`config.mk`:
```
export PLATFORM = sky130hd
export DESIGN_NAME = multi_channel_enable_generator
export DESIGN_NICKNAME = d
export VERILOG_FILES = /design/src/rtl/multi_channel_enable_generator.sv
export SDC_FILE = /design/constraint.sdc
export NUM_CORES = 1
export LEC_CHECK = 0
export CORE_AREA = 4 4 223 225
export DETAILED_ROUTE_END_ITERATION = 10
export DIE_AREA = 0 0 227 229
export PLACE_DENSITY = 0.44
export SYNTH_ARGS = -nofsm -noshare
export SYNTH_HDL_FRONTEND = slang
export SYNTH_SLANG_ARGS = --single-unit
```
`constraint.sdc`:
```
create_clock -name clk -period 3.76 [get_ports clk]
set_input_delay 0.752 -clock clk [delete_from_list [all_inputs] [get_ports clk]]
set_output_delay 0.752 -clock clk [all_outputs]
set_load 0.05 [all_outputs]
```
`src/rtl/multi_channel_enable_generator.sv`:
```
// NUM_CH independent clock-enable dividers driven by one master enable.
// Divide ratios are reprogrammable at run time and take effect on each channel's own wrap or on sync.
module multi_channel_enable_generator #(
  parameter int NUM_CH      = 4,
  parameter int CNT_W       = 16,
  parameter int DEFAULT_DIV = 2
) (
  input  logic                                          clk,
  input  logic                                          rst,
  input  logic                                          en,
  input  logic                                          sync,
  input  logic                                          cfg_wr,
  input  logic [((NUM_CH > 1) ? $clog2(NUM_CH) : 1)-1:0] cfg_ch,
  input  logic [CNT_W-1:0]                              cfg_div,
  output logic [NUM_CH-1:0]                             ce,
  output logic [NUM_CH-1:0]                             cfg_pending
);

  localparam int CH_W = (NUM_CH > 1) ? $clog2(NUM_CH) : 1;

  // A ratio of 0 is meaningless for a divider, so it is promoted to 1.
  function automatic logic [CNT_W-1:0] clamp_div(input logic [CNT_W-1:0] d);
    return (d == '0) ? CNT_W'(1) : d;
  endfunction

  for (genvar i = 0; i < NUM_CH; i++) begin : g_ch
    logic [CNT_W-1:0] cnt;
    logic [CNT_W-1:0] div_act;
    logic [CNT_W-1:0] div_pend;
    logic             tick;
    logic             pend;
    logic             wr_hit;
    logic             wrap;

    // Out-of-range channel indices never match, so such writes are dropped.
    assign wr_hit = cfg_wr && (cfg_ch == CH_W'(i));
    assign wrap   = (cnt == div_act - CNT_W'(1));

    always_ff @(posedge clk) begin
      if (rst) begin
        cnt      <= '0;
        tick     <= 1'b1;
        div_act  <= CNT_W'(DEFAULT_DIV);
        div_pend <= '0;
        pend     <= 1'b0;
      end else if (sync) begin
        cnt  <= '0;
        tick <= 1'b1;
        pend <= 1'b0;
        if (wr_hit) begin
          div_act  <= clamp_div(cfg_div);
          div_pend <= clamp_div(cfg_div);
        end else if (pend) begin
          div_act <= div_pend;
        end
      end else begin
        if (en) begin
          if (wrap) begin
            cnt  <= '0;
            tick <= 1'b1;
            if (pend) begin
              div_act <= div_pend;
              pend    <= 1'b0;
            end
          end else begin
            cnt  <= cnt + CNT_W'(1);
            tick <= 1'b0;
          end
        end
        // A write landing on the wrap cycle stays pending for the next wrap.
        if (wr_hit) begin
          div_pend <= clamp_div(cfg_div);
          pend     <= 1'b1;
        end
      end
    end

    assign ce[i]          = en & tick;
    assign cfg_pending[i] = pend;
  end

endmodule

```
; ---- After elaboration in Yosys (flattened, before gate mapping)
; Cells that the tools add are included.
[totals]
in_bits = 23
reg_bits = 200
elab_cells = 108
[op_classes]
bitwise_logic = 4
n_eq_ne = 7
addsub = 8
n_mux = 41
n_reduce_logical = 28
[op_table]
columns = operator, count
row1 = $mux W16, 25
row2 = $add A16 B1 Y16 const B, 4
row3 = $eq A16 B16 Y1, 4
row4 = $sub A16 B1 Y16 const B, 4
row5 = $reduce_bool A2 Y1, 13
row6 = $logic_not A16 Y1, 1
row7 = $mux W1, 16
row8 = $reduce_and A2 Y1, 8
row9 = $and A1 B1 Y1, 4
row10 = $eq A2 B2 Y1 const B, 2
row11 = $logic_and A1 B1 Y1, 4
row12 = $eq A2 B1 Y1 const B, 1
row13 = $logic_not A2 Y1, 1
row14 = $reduce_or A2 Y1, 1

; ---- Logic depth before layout (Yosys ltp)
[depth]
depth_word = 5
depth_mapped = 12

; ---- Worst setup path after synthesis
; OpenSTA, ideal clock, no wires.
[synth_timing]
kind = reg2reg
start = reg g_ch[1].div_act[0]
end = reg g_ch[1].div_act[10]
path_slack_ns = 0.749
t_required_ns = 3.688
stages_incl_launch_ff = 12
arrival_ns = 2.940
synth_period_minus_slack_ns = 3.011
path_cell_list = dfxtp_1 inv_1 ha_1 buf_2 or4b_1 nor4_2 nor2_1 a311oi_1 a21oi_1 a31oi_2 buf_4 mux2i_1
[synth_via]
elab_chain_cells = 4
[synth_rtl]
columns = element, line_no
row1 = from (decl), 28  ; logic [CNT_W-1:0] div_act;
row2 = from (signal assigned), 43  ; div_act <= CNT_W'(DEFAULT_DIV);
row3 = from (signal assigned), 51  ; div_act <= clamp_div(cfg_div);
row4 = from (signal assigned), 54  ; div_act <= div_pend;
row5 = $sub A16 B1 Y16, 37  ; assign wrap = (cnt == div_act - CNT_W'(1));
row6 = $eq A16 B16 Y1, 37
row7 = $reduce_bool A2 Y1 (no source line), --
row8 = $reduce_and A2 Y1 (no source line), --
; Every way passes these cells.
; A chain may end at the register's enable or synchronous reset.

; ---- Worst setup path in the final report
[layout_timing]
start = reg g_ch[0].div_act[0]
end = reg g_ch[0].div_act[7]
[layout_via]
elab_chain_cells = 4
[layout_rtl]
columns = element, line_no
row1 = from (decl), 28
row2 = from (signal assigned), 43
row3 = from (signal assigned), 51
row4 = from (signal assigned), 54
row5 = $sub A16 B1 Y16, 37
row6 = $eq A16 B16 Y1, 37
row7 = $reduce_bool A2 Y1 (no source line), --
row8 = $reduce_and A2 Y1 (no source line), --
; Every way passes these cells.

==> impl_results.md <==
- Status: complete, no violations
- WS Path Type: reg2reg
- Number of flops mapped to enable cells by yosys: 0
- CTS Buffer Depth: 2
- Setup TNS: 0 ns
- Layout cells sized above 1: 0.0752
- DRT Wirelength: approximately 36000 um
- Reg-to-reg endpoint: g_ch[0].div_act[7]
- Insertion delay to the later sink of the worst-skew pair: about 0.46 ns
- Initial Util: 0.250
- PortBufs: 30
- CTS resizes: 0
- Hold Crit Start: g_ch[2].tick
- Peak supply drop: approximately 0.22 mV
- Post-CTS Setup Inserts: 0
- Crit path launch: g_ch[0].div_act[0]
- CTS tree: yes
- R2r setup slk: between 0.4 and 0.5 ns
- Count of cell types in the netlist: just over 80
- FF+latch count, synth: 200
- # setup viols final: 0
- Mapped Cells: 1471
- Antenna violations before repair: 0
- Total track usage: 0.139
- Startpoint types: flip-flop
- Tmin final: 3.34 ns
- Initial drt markers: roughly 630
- Leak pwr: approximately 4.5 nW
- CP Max Fanout: 14
- Clk slew on worst S/H paths: around 0.08 ns
- Worst rel slew slack: 0.211
- Arr. time, crit path: 3.70 ns
- Hold EP: g_ch[2].tick
- Chip height: ~230 um
- R2r worst-path depth: 9
- DR DRC count: 0
- Pwr Total: slightly below 5 mW
- Area grow syn2layout: 13.3%
- ANT nets after route: 0
- Worst reg2reg startpoint: g_ch[0].div_act[0]
- # clock sinks: 200
- Max frequency: between 0.2 and 0.3 GHz
- Cell area power density: approximately 360 mW/mm^2
- Synthesized net count: 1502
- Setup Skew: 0.0165 ns
- H-tree depth: 4
- MaxCap Viol Count: 0
- Placed insts: between 2000 and 2500
- Post-DR wirelength/cell: around 17 um
- Avg Vias per Cell: around 5
- Worst Tran Pin Value: 1.18 ns
- DR vias: ~10000
- Die area: between 0.05 and 0.06 mm^2
- Final Non-Filler Cells: between 2000 and 2500
- Detail Placement HPWL: 24500 um
- Ys Warns: 0
- Vias in the first global route: approximately 10000
- WHS: around 0.46 ns
- Slew Limit Fails: 0
- Worst hold-check path type: reg2reg
- Core area: around 0.048 mm^2
- Setup WS pre-CTS: between 0.4 and 0.5 ns
- CTS Buf Count: 17
- Number of I/O pins: 31
- Gpl congestion: 0.807
- Root Buffer: clkbuf_16
- Sequential cell area fraction in the yosys report: 0.337
- Period utilization: 0.887
- Row cnt: 80
- Worst EP required: 4.13 ns
- Largest net degree at the start of global routing: between 70 and 80
- Remaining Overflow, GRT: 0
- Post-Syn Area: around 0.012 mm^2
- First-pass GRT wire length: between 50000 and 60000 um
- Layout Nets: approximately 1500
- CP endpoint kind: flip-flop
- # hold bufs at CTS: 0
- Die X: 227 um
- DR pass1 iterations: 6
- Final hold violations: 0
- Setup ws final: about 0.42 ns
- RSZ-0062 raised after global routing: no
- Hold Crit Depth: 1
- Top FF cell, synth: dfxtp_1
- Asr flop ratio synth: 0
- Avg Inst Size Synth: 8.07 um^2
[registers in the layout, indices dropped and copies added (netlist names)]
name and count:
g_ch.cnt 64, g_ch.div_act 64, g_ch.div_pend 64, g_ch.pend 4
g_ch.tick 4
[worst max-delay path by stage]
| stage | endpoint | slack (ns) | depth (start not counted) |
|---|---|---|---|
| after floorplan | g_ch[1].div_act[10] | 0.75 | 11 |
| final | g_ch[0].div_act[7] | 0.42 | 9 |
| after detailed placement | g_ch[0].div_act[7] | 0.47 | 9 |
| after global routing | g_ch[0].div_act[6] | 0.09 | 9 |
| after CTS | g_ch[0].div_act[7] | 0.45 | 9 |
| after global placement | g_ch[0].div_act[12] | 0.55 | 9 |
[cell usage after synthesis (all sizes together) (4+ instances only)]
master / number / area share
a21oi: 99 / 0.042
a41oi: 4 / 0.0030
nand4b: 16 / 0.012
nor2b: 6 / 0.0032
ha: 8 / 0.0084
nand3b: 6 / 0.0038
and3: 20 / 0.011
a211oi: 10 / 0.0063
o31ai: 16 / 0.010
mux2i: 86 / 0.073
nor4: 12 / 0.0074
inv: 32 / 0.010
or3: 8 / 0.0042
xnor2: 68 / 0.050
nor4b: 7 / 0.0082
or2: 5 / 0.0028
nor2: 153 / 0.048
nand3: 33 / 0.014
a31oi: 11 / 0.0076
and2: 6 / 0.0032
nor3b: 6 / 0.0038
nand2: 187 / 0.059
nand2b: 38 / 0.020
a211o: 38 / 0.028
and4: 5 / 0.0037
clkbuf: 99 / 0.031
o21ai: 31 / 0.013
a31o: 4 / 0.0030
a21o: 6 / 0.0038
o41ai: 4 / 0.0030
buf: 24 / 0.011
or4: 8 / 0.0054
xor2: 55 / 0.041
dfxtp: 200 / 0.34
nand4: 22 / 0.012
o211ai: 21 / 0.013
a2111o: 14 / 0.013
o22ai: 4 / 0.0033
nor3: 33 / 0.014
o32a: 13 / 0.011
o311ai: 14 / 0.010
[stage by stage]
| stage | area, um^2 | utilization |
|---|---|---|
| 2_1_floorplan | 11900 | - |
| 3_3_place_gp | 12900 | 0.270 |
| 3_5_place_dp | 12900 | 0.270 |
| 4_1_cts | 13400 | 0.283 |
| 5_1_grt | 13400 | 0.283 |
| 6_report | 13400 | 0.283 |
[placed cells by master (no fill, tap or decap), types with 16 or more instances in the layout]
master and n:
nor3_1 31, clkbuf_16 17, buf_4 52, xnor2_1 68
inv_1 32, nand3_1 33, nand4b_1 16, nand2_1 187
a21oi_1 99, o31ai_1 16, nor2_1 152, mux2i_1 86
nand4_1 22, a211o_1 38, nand2b_1 38, clkdlybuf4s50_1 28
o211ai_1 21, o21ai_0 25, dfxtp_1 200, xor2_1 55
and3_1 20
[critical path, cell delays in order, from the launching register on]
cell and delay, ns:
dfxtp_1 0.34, inv_1 0.11, ha_1 0.33, nor4b_2 0.52, a21oi_1 0.13, or3b_1 0.37, a2111oi_1 0.46, o2111a_1 0.40
nor2_1 0.29, o31ai_1 0.31
[power by group]
group	switching [mW]	total (mW)	internal, mW
clock network	0.944	1.92	0.976
logic	0.435	0.684	0.249
registers	0.0600	2.23	2.17
[area by class of cell]
class	instances	area, um^2
Antenna cell	1	2.50
Clock buffer	20	457
Clock inverter	12	136
Fill cell	5022	34100
Inverter	32	120
Multi-Input combinational cell	1116	7260
Sequential cell	200	4000
Tap cell	615	769
Timing Repair Buffer	82	696
[metal layers]
layer / share of wire / wire length (um) / GRT usage / vias up
met5: 0 / 0 / 0 / -
met2: 0.47 / 16900 / 0.229 / 175
met1: 0.47 / 16900 / 0.187 / 4967
met4: 0.026 / 925 / 0.0433 / 0
li1: - / - / - / 5188
met3: 0.034 / 1240 / 0.0241 / 49
[cells by family after synthesis]
group / share of synthesized area
muxes: 0.0725
adders and majority gates: 0.00843
AOI/OAI and AO/OA: 0.196
DFF: 0.337
buffers and inverters: 0.0522
and+or+nand+nor: 0.243
xor gates and xnor gates: 0.0908
(Power assumes the default switching activity.)
